### config.mk
export PLATFORM = sky130hd
export DESIGN_NAME = multicycle_controller_flat
export DESIGN_NICKNAME = d
export VERILOG_FILES = /design/src/rtl/multicycle_controller_pkg.sv /design/src/rtl/multicycle_controller_if.sv /design/src/rtl/multicycle_controller_inst_decode.sv /design/src/rtl/multicycle_controller.sv /design/src/flat_wrapper.sv
export SDC_FILE = /design/constraint.sdc
export NUM_CORES = 1
export LEC_CHECK = 0
export CORE_UTILIZATION = 44
export DETAILED_ROUTE_END_ITERATION = 6
export PLACE_DENSITY_LB_ADDON = 0.2
export SETUP_SLACK_MARGIN = 0.1
export SLEW_MARGIN = 30
export SYNTH_ARGS = -nofsm -noshare
export SYNTH_HDL_FRONTEND = slang
export SYNTH_SLANG_ARGS = --single-unit
export TNS_END_PERCENT = 20
### constraint.sdc
create_clock -name clk -period 2.6 [get_ports clk]
set_clock_uncertainty 0.2 [all_clocks]
set_input_delay 0.26 -clock clk [delete_from_list [all_inputs] [get_ports clk]]
set_output_delay 0.26 -clock clk [all_outputs]
set_load 0.01 [all_outputs]
### src/rtl/multicycle_controller_pkg.sv
// Shared definitions for the TSC multi-cycle controller: FSM states,
// instruction classes, opcode/func field values, ALU function codes and
// the encodings of the datapath mux selects.
package tsc_pkg;

  typedef enum logic [2:0] {
    S_IF, S_ID, S_EX, S_MEM, S_WB, S_HALT
  } state_t;

  typedef enum logic [3:0] {
    CL_RALU, CL_ADI, CL_ORI, CL_LHI, CL_LWD, CL_SWD, CL_BRANCH,
    CL_JMP, CL_JAL, CL_JPR, CL_JRL, CL_WWD, CL_HLT, CL_ILLEGAL
  } inst_class_t;

  // opcode field IR[15:12]
  localparam logic [3:0] OP_BNE   = 4'd0;
  localparam logic [3:0] OP_BEQ   = 4'd1;
  localparam logic [3:0] OP_BGZ   = 4'd2;
  localparam logic [3:0] OP_BLZ   = 4'd3;
  localparam logic [3:0] OP_ADI   = 4'd4;
  localparam logic [3:0] OP_ORI   = 4'd5;
  localparam logic [3:0] OP_LHI   = 4'd6;
  localparam logic [3:0] OP_LWD   = 4'd7;
  localparam logic [3:0] OP_SWD   = 4'd8;
  localparam logic [3:0] OP_JMP   = 4'd9;
  localparam logic [3:0] OP_JAL   = 4'd10;
  localparam logic [3:0] OP_RTYPE = 4'd15;

  // func field IR[5:0] for R-type
  localparam logic [5:0] FN_ADD = 6'd0;
  localparam logic [5:0] FN_SUB = 6'd1;
  localparam logic [5:0] FN_AND = 6'd2;
  localparam logic [5:0] FN_ORR = 6'd3;
  localparam logic [5:0] FN_NOT = 6'd4;
  localparam logic [5:0] FN_TCP = 6'd5;
  localparam logic [5:0] FN_SHL = 6'd6;
  localparam logic [5:0] FN_SHR = 6'd7;
  localparam logic [5:0] FN_JPR = 6'd25;
  localparam logic [5:0] FN_JRL = 6'd26;
  localparam logic [5:0] FN_WWD = 6'd28;
  localparam logic [5:0] FN_HLT = 6'd29;

  // alu_ctrl codes
  localparam logic [3:0] ALU_ADD = 4'd0;
  localparam logic [3:0] ALU_SUB = 4'd1;
  localparam logic [3:0] ALU_AND = 4'd2;
  localparam logic [3:0] ALU_ORR = 4'd3;
  localparam logic [3:0] ALU_NOT = 4'd4;
  localparam logic [3:0] ALU_TCP = 4'd5;
  localparam logic [3:0] ALU_SHL = 4'd6;
  localparam logic [3:0] ALU_SHR = 4'd7;
  localparam logic [3:0] ALU_LHI = 4'd8;
  localparam logic [3:0] ALU_BNE = 4'd9;
  localparam logic [3:0] ALU_BEQ = 4'd10;
  localparam logic [3:0] ALU_BGZ = 4'd11;
  localparam logic [3:0] ALU_BLZ = 4'd12;

  // pc_src
  localparam logic [1:0] PC_SRC_SEQ    = 2'd0;
  localparam logic [1:0] PC_SRC_BRANCH = 2'd1;
  localparam logic [1:0] PC_SRC_JUMP   = 2'd2;
  localparam logic [1:0] PC_SRC_REG    = 2'd3;

  // alu_src_b
  localparam logic [1:0] ALU_B_RT   = 2'd0;
  localparam logic [1:0] ALU_B_SIMM = 2'd1;
  localparam logic [1:0] ALU_B_ZIMM = 2'd2;
  localparam logic [1:0] ALU_B_LHI  = 2'd3;

  // reg_dst
  localparam logic [1:0] REG_DST_RT = 2'd0;
  localparam logic [1:0] REG_DST_RD = 2'd1;
  localparam logic [1:0] REG_DST_R2 = 2'd2;

  // wb_sel
  localparam logic [1:0] WB_ALU = 2'd0;
  localparam logic [1:0] WB_MEM = 2'd1;
  localparam logic [1:0] WB_PC  = 2'd2;

endpackage

### src/rtl/multicycle_controller_if.sv
// Shared instruction/data memory port handshake.
//   read_m / write_m : request from the controller (never both high)
//   mem_ready        : completion of the current request, from memory
interface multicycle_controller_if;
  logic read_m;
  logic write_m;
  logic mem_ready;

  modport master (output read_m, output write_m, input mem_ready);
  modport slave  (input read_m, input write_m, output mem_ready);
endinterface

### src/rtl/multicycle_controller_inst_decode.sv
// Combinational instruction decode.
//   opcode, func : IR fields
//   inst_class   : instruction class consumed by the control FSM
//   alu_fn       : ALU function code used during EX
module inst_decode
  import tsc_pkg::*;
(
  input  logic [3:0]  opcode,
  input  logic [5:0]  func,
  output inst_class_t inst_class,
  output logic [3:0]  alu_fn
);

  always_comb begin
    inst_class = CL_ILLEGAL;
    alu_fn     = ALU_ADD;
    case (opcode)
      OP_BNE:   begin inst_class = CL_BRANCH; alu_fn = ALU_BNE; end
      OP_BEQ:   begin inst_class = CL_BRANCH; alu_fn = ALU_BEQ; end
      OP_BGZ:   begin inst_class = CL_BRANCH; alu_fn = ALU_BGZ; end
      OP_BLZ:   begin inst_class = CL_BRANCH; alu_fn = ALU_BLZ; end
      OP_ADI:   begin inst_class = CL_ADI;    alu_fn = ALU_ADD; end
      OP_ORI:   begin inst_class = CL_ORI;    alu_fn = ALU_ORR; end
      OP_LHI:   begin inst_class = CL_LHI;    alu_fn = ALU_LHI; end
      OP_LWD:   begin inst_class = CL_LWD;    alu_fn = ALU_ADD; end
      OP_SWD:   begin inst_class = CL_SWD;    alu_fn = ALU_ADD; end
      OP_JMP:   inst_class = CL_JMP;
      OP_JAL:   inst_class = CL_JAL;
      OP_RTYPE: begin
        case (func)
          FN_ADD: begin inst_class = CL_RALU; alu_fn = ALU_ADD; end
          FN_SUB: begin inst_class = CL_RALU; alu_fn = ALU_SUB; end
          FN_AND: begin inst_class = CL_RALU; alu_fn = ALU_AND; end
          FN_ORR: begin inst_class = CL_RALU; alu_fn = ALU_ORR; end
          FN_NOT: begin inst_class = CL_RALU; alu_fn = ALU_NOT; end
          FN_TCP: begin inst_class = CL_RALU; alu_fn = ALU_TCP; end
          FN_SHL: begin inst_class = CL_RALU; alu_fn = ALU_SHL; end
          FN_SHR: begin inst_class = CL_RALU; alu_fn = ALU_SHR; end
          FN_JPR: inst_class = CL_JPR;
          FN_JRL: inst_class = CL_JRL;
          FN_WWD: inst_class = CL_WWD;
          FN_HLT: inst_class = CL_HLT;
          default: inst_class = CL_ILLEGAL;
        endcase
      end
      default: inst_class = CL_ILLEGAL;
    endcase
  end

endmodule

### src/rtl/multicycle_controller.sv
// Multi-cycle control FSM for the 16-bit TSC datapath.
//   clk, reset      : clock, synchronous active-high reset
//   opcode, func    : IR fields (valid from ID onward)
//   branch_taken    : datapath branch condition (valid in EX)
//   mem_bus         : shared memory request/ready handshake (master side)
//   ir_write .. wb_sel : datapath strobes and mux selects
//   output_port_flag, illegal : one-cycle WWD / undefined-instruction strobes
//   is_halted       : HLT has retired
//   num_inst        : retired-instruction counter (wraps)
module multicycle_controller
  import tsc_pkg::*;
#(
  parameter int NUM_INST_W = 16
) (
  input  logic                    clk,
  input  logic                    reset,
  input  logic [3:0]              opcode,
  input  logic [5:0]              func,
  input  logic                    branch_taken,
  multicycle_controller_if.master mem_bus,
  output logic                    ir_write,
  output logic                    pc_write,
  output logic [1:0]              pc_src,
  output logic                    alu_src_a,
  output logic [1:0]              alu_src_b,
  output logic [3:0]              alu_ctrl,
  output logic                    reg_write,
  output logic [1:0]              reg_dst,
  output logic [1:0]              wb_sel,
  output logic                    output_port_flag,
  output logic                    illegal,
  output logic                    is_halted,
  output logic [NUM_INST_W-1:0]   num_inst
);

  state_t                state, next_state;
  inst_class_t           inst_class;
  logic [3:0]            alu_fn;
  logic                  read_req, write_req, retire;
  logic [NUM_INST_W-1:0] inst_cnt;

  inst_decode u_decode (
    .opcode     (opcode),
    .func       (func),
    .inst_class (inst_class),
    .alu_fn     (alu_fn)
  );

  always_ff @(posedge clk) begin
    if (reset) state <= S_IF;
    else       state <= next_state;
  end

  always_ff @(posedge clk) begin
    if (reset)       inst_cnt <= '0;
    else if (retire) inst_cnt <= inst_cnt + NUM_INST_W'(1);
  end

  always_comb begin
    next_state       = state;
    read_req         = 1'b0;
    write_req        = 1'b0;
    ir_write         = 1'b0;
    pc_write         = 1'b0;
    pc_src           = PC_SRC_SEQ;
    alu_src_a        = 1'b0;
    alu_src_b        = ALU_B_RT;
    alu_ctrl         = ALU_ADD;
    reg_write        = 1'b0;
    reg_dst          = REG_DST_RT;
    wb_sel           = WB_ALU;
    output_port_flag = 1'b0;
    illegal          = 1'b0;
    is_halted        = 1'b0;
    retire           = 1'b0;

    unique case (state)
      S_IF: begin
        read_req = 1'b1;
        if (mem_bus.mem_ready) begin
          ir_write   = 1'b1;
          pc_write   = 1'b1;
          next_state = S_ID;
        end
      end
      S_ID: begin
        case (inst_class)
          CL_JMP: begin
            pc_write = 1'b1; pc_src = PC_SRC_JUMP;
            next_state = S_IF; retire = 1'b1;
          end
          CL_JPR: begin
            pc_write = 1'b1; pc_src = PC_SRC_REG;
            next_state = S_IF; retire = 1'b1;
          end
          CL_WWD: begin
            output_port_flag = 1'b1;
            next_state = S_IF; retire = 1'b1;
          end
          CL_HLT: begin
            next_state = S_HALT; retire = 1'b1;
          end
          CL_ILLEGAL: begin
            illegal = 1'b1;
            next_state = S_IF; retire = 1'b1;
          end
          CL_JAL, CL_JRL: next_state = S_WB;
          default:        next_state = S_EX;
        endcase
      end
      S_EX: begin
        alu_src_a = 1'b1;
        alu_ctrl  = alu_fn;
        case (inst_class)
          CL_ADI:         alu_src_b = ALU_B_SIMM;
          CL_ORI:         alu_src_b = ALU_B_ZIMM;
          CL_LHI:         alu_src_b = ALU_B_LHI;
          CL_LWD, CL_SWD: alu_src_b = ALU_B_SIMM;
          default:        alu_src_b = ALU_B_RT;
        endcase
        case (inst_class)
          CL_BRANCH: begin
            pc_write = branch_taken; pc_src = PC_SRC_BRANCH;
            next_state = S_IF; retire = 1'b1;
          end
          CL_LWD, CL_SWD: next_state = S_MEM;
          default:        next_state = S_WB;
        endcase
      end
      S_MEM: begin
        if (inst_class == CL_LWD) read_req = 1'b1;
        else                      write_req = 1'b1;
        if (mem_bus.mem_ready) begin
          if (inst_class == CL_LWD) begin
            next_state = S_WB;
          end else begin
            next_state = S_IF; retire = 1'b1;
          end
        end
      end
      S_WB: begin
        reg_write  = 1'b1;
        next_state = S_IF;
        retire     = 1'b1;
        case (inst_class)
          CL_RALU: reg_dst = REG_DST_RD;
          CL_LWD:  wb_sel  = WB_MEM;
          CL_JAL: begin
            reg_dst = REG_DST_R2; wb_sel = WB_PC;
            pc_write = 1'b1; pc_src = PC_SRC_JUMP;
          end
          CL_JRL: begin
            reg_dst = REG_DST_R2; wb_sel = WB_PC;
            pc_write = 1'b1; pc_src = PC_SRC_REG;
          end
          default: ;
        endcase
      end
      S_HALT: is_halted = 1'b1;
      default: next_state = S_IF;
    endcase

    // Reset is synchronous, but outputs must already be quiet in the reset
    // cycle itself, so the whole decoded output set is masked here.
    if (reset) begin
      read_req = 1'b0; write_req = 1'b0; ir_write = 1'b0; pc_write = 1'b0;
      pc_src = '0; alu_src_a = 1'b0; alu_src_b = '0; alu_ctrl = '0;
      reg_write = 1'b0; reg_dst = '0; wb_sel = '0; output_port_flag = 1'b0;
      illegal = 1'b0; is_halted = 1'b0; retire = 1'b0;
    end
  end

  assign mem_bus.read_m  = read_req;
  assign mem_bus.write_m = write_req;
  assign num_inst        = reset ? '0 : inst_cnt;

endmodule

### src/flat_wrapper.sv
// flat-port wrapper written by rule: the top's interface ports become plain ports
module multicycle_controller_flat import tsc_pkg::*;
#(
  parameter int NUM_INST_W = 16
)
  (clk, reset, opcode, func, branch_taken, ir_write, pc_write, pc_src, alu_src_a, alu_src_b, alu_ctrl, reg_write, reg_dst, wb_sel, output_port_flag, illegal, is_halted, num_inst, mem_bus_read_m, mem_bus_write_m, mem_bus_mem_ready);
  multicycle_controller_if mem_bus_i ();
  input  logic clk;
  input  logic reset;
  input  logic [3:0] opcode;
  input  logic [5:0] func;
  input  logic branch_taken;
  output logic ir_write;
  output logic pc_write;
  output logic [1:0] pc_src;
  output logic alu_src_a;
  output logic [1:0] alu_src_b;
  output logic [3:0] alu_ctrl;
  output logic reg_write;
  output logic [1:0] reg_dst;
  output logic [1:0] wb_sel;
  output logic output_port_flag;
  output logic illegal;
  output logic is_halted;
  output logic [NUM_INST_W-1:0] num_inst;
  output wire logic [$bits(mem_bus_i.read_m)-1:0] mem_bus_read_m;
  output wire logic [$bits(mem_bus_i.write_m)-1:0] mem_bus_write_m;
  input wire logic [$bits(mem_bus_i.mem_ready)-1:0] mem_bus_mem_ready;
  assign mem_bus_read_m = mem_bus_i.read_m;
  assign mem_bus_write_m = mem_bus_i.write_m;
  assign mem_bus_i.mem_ready = mem_bus_mem_ready;
  multicycle_controller #(.NUM_INST_W(NUM_INST_W)) u_core (.clk(clk), .reset(reset), .opcode(opcode), .func(func), .branch_taken(branch_taken), .mem_bus(mem_bus_i), .ir_write(ir_write), .pc_write(pc_write), .pc_src(pc_src), .alu_src_a(alu_src_a), .alu_src_b(alu_src_b), .alu_ctrl(alu_ctrl), .reg_write(reg_write), .reg_dst(reg_dst), .wb_sel(wb_sel), .output_port_flag(output_port_flag), .illegal(illegal), .is_halted(is_halted), .num_inst(num_inst));
endmodule
After elaboration in Yosys (flattened, before gate mapping)

Cells that the tools add are included.

Bits in registers: 19
Word-level logic and storage cells: 117
Input bits: 14
Output and inout bits: 37

Mux-type cells: 58
$add $sub $neg: 1
Eq/ne operators: 42
Reductions and logical operators: 13
Bitwise logic cells: 1

Operators with widths:

| operator                | count |
|---|---|
| $eq A4 B4 Y1 const B    | 10 |
| $pmux W4 S9             | 1 |
| $eq A4 B3 Y1 const B    | 8 |
| $mux W1                 | 29 |
| $pmux W4 S7             | 1 |
| $eq A6 B3 Y1 const B    | 4 |
| $eq A6 B5 Y1 const B    | 4 |
| $pmux W3 S7             | 1 |
| $pmux W4 S5             | 1 |
| $add A16 B1 Y16 const B | 1 |
| $eq A4 B2 Y1 const B    | 4 |
| $mux W16                | 1 |
| $pmux W2 S2             | 4 |
| $pmux W3 S5             | 1 |
| $mux W2                 | 7 |
| $eq A6 B2 Y1 const B    | 2 |
| $pmux W2 S3             | 2 |
| $mux W3                 | 3 |
| $pmux W3 S3             | 1 |
| $eq A4 B1 Y1 const B    | 2 |
| $logic_not A4 Y1        | 2 |
| $mux W4                 | 2 |
| $pmux W1 S4             | 2 |
| $reduce_or A4 Y1        | 2 |
| other kinds (15)        | 20 |

Longest topological paths before layout

Gate-level depths: netlist of the first run.

Word-level depth: 9
Mapped depth: 11
Gate-level depth less buffers: 7

Modules after synthesis

From an unflattened synthesis of the first run, not the netlist that was laid out.

Cells, all modules: 249
Area total of the unflattened synthesis: 1850.5 um^2

By module, submodules not included:

| module                | sequential area each (um^2) | instances | area each (um^2) | cells each |
|---|---|---|---|---|
| multicycle_controller | 380.4                       | 1         | 1539.0           | 204 |
| inst_decode           | 0.0                         | 1         | 311.5            | 45 |

Least setup slack after synthesis of the first run

OpenSTA, ideal clock, no wires.

Path type: reg2reg
Start: register u_core.state[0]
End: register u_core.inst_cnt[7]
Data required time: 2.279 ns
Path slack: -0.023 ns
Library setup time: 0.121 ns
Clock period less this slack: 2.623 ns
Cell stages (with the launch flop): 10
Buffers on the path: 2
Arrival: 2.302 ns
Path through: dfxtp_1 buf_4 or3b_1 a211oi_1 nand2_1 o221ai_2 a211oi_4 buf_6 nor3_2 mux2_4

Longest elaborated chain between the ends: 3
Elaborated cells between the ends (all ways): 6
Classes of those cells: 4 x eq/ne; 2 x mux

Ends and longest elaborated chain:

| element                              | RTL line                     | RTL |
|---|---|---|
| from (decl)                          | multicycle_controller.sv:36  | `state_t state, next_state;` |
| from (signal assigned)               | multicycle_controller.sv:51  | `else state <= next_state;` |
| $eq A3 B3 Y1 (tied with other cells) | multicycle_controller.sv:77  | `unique case (state)` |
| $pmux W1 S4 *                        | multicycle_controller.sv:77  |  |
| $mux W1 *                            | multicycle_controller.sv:165 | `if (reset) begin` |
| to (signal assigned)                 | multicycle_controller.sv:56  | `else if (retire) inst_cnt <= inst_cnt + NUM_INST_W'(1);` |
| to (decl)                            | multicycle_controller.sv:40  | `logic [NUM_INST_W-1:0] inst_cnt;` |

Every way passes the cells marked *; elsewhere a longest branch is shown, timed or not.
A chain may end at the register's enable or synchronous reset.

Final worst setup path of the first run

Start: register u_core.state[0]
End: register u_core.inst_cnt[3]

Same word-level chain as after synthesis.

==> results of run 1 <==
## final timing paths
check | cells after the start | slack, ns | end | startpoint
setup / recovery | 10 | 0.03 | u_core.inst_cnt[3]$_SDFFE_PP0P_ | u_core.state[0]$_SDFFE_PP0P_
hold / removal | 2 | 0.28 | u_core.inst_cnt[15]$_SDFFE_PP0P_ | u_core.inst_cnt[15]$_SDFFE_PP0P_
setup reg to reg | 10 | 0.03 | u_core.inst_cnt[3]$_SDFFE_PP0P_ | u_core.state[0]$_SDFFE_PP0P_
hold reg to reg | 2 | 0.28 | u_core.inst_cnt[15]$_SDFFE_PP0P_ | u_core.inst_cnt[15]$_SDFFE_PP0P_
## per-layer routing
metal  up-vias  part of all wire
met4         0            0.0064
met3         7             0.043
met2        55              0.50
met5         -                 0
met1      1044              0.45
li1       1134                 -
## critical path, delay by kind of cell, from the launching register on
family,cells,cell delay (ns)
flops,1,0.33
simple gates,3,0.93
buf+inv,4,0.57
compound gates,3,0.47
## through the flow
| step | setup WS, ns | cell area (um^2) | std cells |
|---|---|---|---|
| after CTS | -0.03438 | 2841 | 401 |
| after global placement | -0.6540 | 2704 | 391 |
| after floorplan | 0.06302 | 1826 | 252 |
| final | 0.02944 | 2999 | 406 |
| after global routing | -0.05320 | 2999 | 406 |
| after detailed placement | -0.6838 | 2704 | 391 |
## layout make-up
type | count | share of cell area
multi-input cells | 211 | 0.4906
repair buffers | 115 | 0.3375
flip-flops and latches | 19 | 0.1272
well taps | 50 | 0.02086
clock buffers | 4 | 0.01502
inverters | 7 | 0.008761
## report_power, final
group / internal, mW / leakage [nW] / switching [mW] / total [mW]
logic: 0.190 / 1.08 / 0.169 / 0.360
registers: 0.299 / 0.154 / 0.00679 / 0.306
clock network: 0.109 / 0.0228 / 0.0976 / 0.207
total: 0.598 / 1.26 / 0.274 / 0.872
## cells in the mapped netlist, drive strengths merged, types with 2 or more instances
cell / count / area [um^2]
and3: 3 / 18.77
dfxtp: 19 / 380.4
nor2: 29 / 108.9
a21o: 4 / 30.03
a221oi: 2 / 17.52
o21a: 4 / 30.03
a211oi: 5 / 50.05
o31ai: 2 / 15.01
o311a: 2 / 20.02
inv: 7 / 26.28
or4: 2 / 18.77
a21oi: 17 / 85.08
nor3b: 4 / 30.03
a211o: 2 / 26.28
buf: 7 / 57.55
nor4: 3 / 18.77
nor3: 12 / 65.06
nand4b: 4 / 35.03
o21ai: 13 / 65.06
and2: 2 / 12.52
a31oi: 3 / 18.77
or3: 12 / 75.07
nor2b: 19 / 118.9
mux2: 5 / 60.05
a21boi: 2 / 15.01
nand3: 9 / 45.04
xnor2: 3 / 26.28
nand4: 2 / 12.51
nand2b: 8 / 50.05
clkbuf: 8 / 30.03
xor2: 2 / 17.52
nand2: 18 / 67.56
## kinds of logic after synthesis
| group | count (synthesis) |
|---|---|
| muxes | 6 |
| AOI/OAI and AO/OA | 65 |
| DFF | 19 |
| buffers and inverters | 22 |
| adders and majority gates | 1 |
| xor gates and xnor gates | 5 |
| and+or+nand+nor | 134 |
## flip-flops by register name, summed over array words and instances, names as in the netlist
register,cells
u_core.inst_cnt,16
u_core.state,3
## repair_timing
action | in CTS | in global routing
gates cloned | 1 | 0
pin swaps | 16 | 18
setup buffers | 5 | 5
resized for setup | 82 | 30
endpoints found under the setup margin | 34 | 27
## layout by cell type (no fill, tap or decap), types with 8 or more instances in the layout
cell type / Yosys / final
sky130_fd_sc_hd__nor2b_1: 19 / 19
sky130_fd_sc_hd__dlygate4sd2_1: 0 / 10
sky130_fd_sc_hd__nor3_1: 11 / 8
sky130_fd_sc_hd__clkdlybuf4s50_1: 0 / 25
sky130_fd_sc_hd__dfxtp_1: 19 / 18
sky130_fd_sc_hd__a21oi_1: 17 / 16
sky130_fd_sc_hd__or3_1: 12 / 11
sky130_fd_sc_hd__nand3_1: 9 / 9
sky130_fd_sc_hd__nand2_1: 18 / 16
sky130_fd_sc_hd__nor2_1: 29 / 28
sky130_fd_sc_hd__o21ai_1: 7 / 9
sky130_fd_sc_hd__buf_4: 1 / 52
sky130_fd_sc_hd__buf_6: 1 / 16
==> impl_results.md, run 1 <==
- Run status: finished clean
- Worst VDD drop: 0.2948 mV
- Area growth syn-to-layout: 64.97%
- Maximum clock path buffer count: 2
- Count of max-cap constraint violations: 0
- Post-CTS Hold Fix Bufs: 0
- Least-Margin Pin Slew: 0.3721 ns
- Mean instance size in the synthesized netlist: 7.214 um^2
- DIE HEIGHT: 66.28 um
- Count of flip-flops with a built-in enable after synthesis: 0
- Number of remaining DRC errors: 0
- Number of unique standard cell types used by synthesis: 61
- Area taken by multi-input logic gates: 0.001471 mm^2
- Number of inserted diodes: 0
- Per-cell routed wire length: 14.27 um
- Number of cells produced by synthesis: approximately 250
- Critical path's largest stage delay: between 0.4 and 0.5 ns
- Accumulated negative setup slack: 0 ns
- Overall die area: ~0.0044 mm^2
- RePlAce Congestion: roughly 0.9
- Clock tree from TritonCTS: done
- Detailed Place HPWL: 3.944 mm
- Port bufs: 50
- Filler Cells Inserted: approximately 290
- Met1 Resource Use GR: 0.3375
- Clock transition at the register clock pins on the worst setup and hold paths after CTS: approximately 0.070 ns
- Met2 Use GR: 0.4388
- Flip-flop and latch area: roughly 380 um^2
- Share of cells above drive strength 1: 0.3174
- Cell Chain, Critical Path: or3b_4, buf_6, a211oi_4, buf_4, a311o_1, a211oi_4, buf_6, buf_8, or4_1, nand2_1
- Worst skew pair latency: 0.25 ns
- Horizontal die dimension: 66.28 um
- XOR/XNOR share of the synthesized area: 0.02409
- Drt first-iter violations: 130
- Area of the core region: 0.003971 mm^2
- Post-route total power: about 870 uW
- Area of the mapped netlist: 0.001818 mm^2
- GRT Max-Usage Layer: met2
- Syn nets: 267
- Leakage: 1.256 nW
- Sequential area share after synthesis: 0.2092
- Root Driver: sky130_fd_sc_hd__clkbuf_8
- Final Hold Fails: 0
- Share of the synthesized area in compound gates (AO/OA/AOI/OAI): 0.2533
- Global Route Usage Sum: 0.2574
- Antenna Violating Nets Remaining: 0
- Classification of the worst-slack hold path: register to register
- Vias post-DR: 2240
- Share of cell area taken by muxes after synthesis: 0.03854
- Adder-cell area share of the yosys netlist: 0.006882
- Critical-path cell with the highest stage delay: sky130_fd_sc_hd__or4_1
- RSZ-0062 raised after global routing: true
- Worst-case hold slack: 0.2839 ns
- Largest fanout on the critical path: 12
- Final core utilization: 0.7552
- Largest family of logic cells by synthesized area: simple AND/OR/NAND/NOR gates
- Ports: 51
- Starting Density: 0.4578
- Period utilization: 0.9887
- Asr flop ratio synth: 0
- Min Clock Period, post-route: 2.571 ns
- Overall overflow remaining after global route: 0
- Most used flip-flop cell after synthesis: sky130_fd_sc_hd__dfxtp_1
- Cell Rows: 23
- Number of warnings reported in the yosys synthesis log: 0
- Via count of the first global-routing pass: 2021
- Global-route wire length before repair: 8.880 mm
- Synthesized flop and latch total: 19
- Relative slew margins: 0.7514
- Sink Count: 19
- Fmax: 389.0 MHz
- Aggregate routed wire length: 5.795 mm
- Synthesized-area fraction occupied by and/or/nand/nor cells: 0.4054
- Antenna violations before repair: 0
- Number of H-tree branching levels: 1
- Inserted Clock Buffers: 3
- Pin count of the biggest net entering global routing: 30
- Via density: 5.517
- Endpoint arrival time on the critical path: approximately 2.6 ns
- Final count of pins violating max slew: 0
- Setup Crit Path Kind: register to register
- Power Dens Cells: just under 300 mW/mm^2
- CP endpoint kind: register
- CP startpoint kind: register
- Met3 Usage GRT: 0.05000
- Detailed-router iteration count before antenna repair: 4
- Required time of the critical path: about 2.6 ns
- Post-layout net count: 372
- Count of endpoints failing setup in the final report: 0
Note: power is estimated with default switching activity, not from simulation.
==> run 2, diff against run 1 <==
- ABC_CLOCK_PERIOD_IN_PS: unset -> 2600
- CTS_BUF_LIST: unset -> sky130_fd_sc_hd__clkbuf_16
- SLEW_MARGIN: 30 -> 0
==> impl_results.md, run 2 (synthesized netlist as in run 1, its figures left out) <==
- Run status: complete, but fails checks
- Failing checks: setup timing
- Share of cells above drive strength 1: 0.3174
- Post-layout net count: around 370
- Pin count of the biggest net entering global routing: 30
- Starting Density: 0.4578
- CP startpoint kind: register
- Min Clock Period, post-route: 2.624 ns
- Fmax: 381.2 MHz
- Final Hold Fails: 0
- Via density: ~5.7
- Least-Margin Pin Slew: 0.3922 ns
- Drt first-iter violations: around 120
- Leakage: around 1.3 nW
- Worst hold path stage count: 2
- Classification of the worst-slack hold path: register to register
- Final count of pins violating max slew: 0
- Clock tree from TritonCTS: done
- Worst skew pair latency: 0.25 ns
- Antenna Violating Nets Remaining: 0
- Count of max-cap constraint violations: 0
- Top register by number of flip-flops: u_core.inst_cnt
- Area of the core region: 0.003971 mm^2
- Placed Cells: 391
- Required time of the critical path: 2.52 ns
- Critical-path cell with the highest stage delay: sky130_fd_sc_hd__o41ai_1
- Port bufs: 50
- Combinational power share: 0.372
- Largest fanout on the critical path: 5
- RePlAce Congestion: 0.8907
- Worst-case reg-to-reg path depth: 10
- Highest-count cells in the layout ignoring fill and taps: 50 x sky130_fd_sc_hd__buf_4, 28 x sky130_fd_sc_hd__nor2_1, 25 x sky130_fd_sc_hd__clkdlybuf4s50_1
- Overall overflow remaining after global route: 0
- Power Dens Cells: 322.2 mW/mm^2
- Aggregate routed wire length: 6.069 mm
- Setup Crit Path Kind: register to register
- Overall die area: about 0.0044 mm^2
- Root Driver: sky130_fd_sc_hd__clkbuf_16
- Sink Count: 19
- Switching power share of the total: 0.2960
- Endpoint arrival time on the critical path: ~2.6 ns
- Buffering stage count on the worst path with inverters included: 4
- Via count of the first global-routing pass: 2014
- Power dissipated by switching net loads: between 200 and 300 uW
- Setup ws final: -0.02361 ns
- RSZ-0062 raised after global routing: true
- Per-cell routed wire length: 14.95 um
- Sequential fraction of design power: 0.309
- Critical path's largest stage delay: approximately 0.4 ns
- Delay-heaviest family, CP: compound AO/OA/AOI/OAI gates
- Final cell count without fillers: 406
- Number of inserted diodes: 0
- Largest register FFs: 16
- Detailed Place HPWL: 3.944 mm
- Period utilization: 1.009
- Area growth syn-to-layout: 69.17%
- Antenna violations before repair: 0
- Count of endpoints failing setup in the final report: 1
- Biggest registers after layout: u_core.inst_cnt x16, u_core.state x3
- Share of total power in the clock network: 0.319
- Levels on crit path: 10
- Global Route Usage Sum: 0.2577
- Cell Rows: 23
- Relative slew margins: 0.7379
- Vias post-DR: 2299
- Cell internal power dissipation: about 700 uW
- Worst VDD drop: roughly 0.38 mV
- Horizontal die dimension: about 66 um
- CP endpoint kind: register
- Commonest non-fill, non-tap cell in the layout: sky130_fd_sc_hd__buf_4
- Worst slack after detailed placement: -0.6838 ns
- Inserted Clock Buffers: 3
- Detailed-router iteration count before antenna repair: 4
- Accumulated negative setup slack: -0.02361 ns
- Ports: a little over 50
- Maximum clock path buffer count: 2
- Number of H-tree branching levels: 1
- Clock transition at the register clock pins on the worst setup and hold paths after CTS: 0.06 ns
- Cell Chain, Critical Path: or3b_4, buf_6, a211oi_4, buf_4, a311o_1, a211oi_4, buf_6, buf_4, o41ai_1, a21oi_1
- Global-route wire length before repair: between 8 and 9 mm
- Number of remaining DRC errors: 0
- DIE HEIGHT: between 60 and 70 um
- Worst-case hold slack: 0.3078 ns
[run 2: timing repair]
action	CTS	global route
buffers inserted	5	4
setup endpoints to repair	34	31
hold buffers	0	0
resized for setup	78	39
pin swaps	16	15
cloned	1	1
[run 2: worst min-delay path: stages (launching register included)]
cell                      delay, ns
sky130_fd_sc_hd__dfxtp_1       0.32
sky130_fd_sc_hd__o41ai_1       0.07
sky130_fd_sc_hd__a21oi_1       0.07
[run 2: path summary, 6_finish.rpt]
path | start | to | slack, ns
max | u_core.state[0]$_SDFFE_PP0P_ | u_core.inst_cnt[15]$_SDFFE_PP0P_ | -0.02
min | u_core.inst_cnt[15]$_SDFFE_PP0P_ | u_core.inst_cnt[15]$_SDFFE_PP0P_ | 0.31
max reg2reg | u_core.state[0]$_SDFFE_PP0P_ | u_core.inst_cnt[15]$_SDFFE_PP0P_ | -0.02
min reg2reg | u_core.inst_cnt[15]$_SDFFE_PP0P_ | u_core.inst_cnt[15]$_SDFFE_PP0P_ | 0.31
[run 2: stage by stage]
step | area (um^2) | utilization | power [mW]
CTS | 2864 | 0.7212 | 0.9414
floorplan | 1826 | - | 0.4757
global route | 3075 | 0.7744 | 1.033
finish | 3075 | 0.7744 | 0.9908
global placement | 2704 | 0.6808 | 0.5991
detailed placement | 2704 | 0.6808 | 0.6030
[run 2: layer usage]
metal  GRT usage  routed length [um]  vias to the layer above
met2      0.4260                2935                       73
met5           0                   0                        -
met4     0.08245                 156                        0
met3     0.03793                 324                       18
met1      0.3406                2653                     1073
li1            -                   -                     1135
[run 2: power by group through the flow]
stage               combinational (mW)  sequential (mW)  clock (mW)
floorplan                        0.165            0.311           0
global placement                 0.288            0.311           0
detailed placement               0.291            0.312           0
CTS                              0.316            0.306       0.320
global route                     0.395            0.307       0.331
finish                           0.368            0.306       0.316
[run 2: area by class of cell]
cell class	instances	area, um^2
fill	277	895.9
inverter	7	26.28
tap	50	62.56
multi-input combinational	211	1495
clock inverter	1	3.754
clock buffer	3	75.07
timing repair buffer	115	1031
sequential	19	381.6
==> run 3, diff against run 2 <==
- CAP_MARGIN: unset -> 20
- SLEW_MARGIN: 0 -> 20
==> results of run 3 <==
The final DEF is identical to that of run 2; final timing and power are the same.
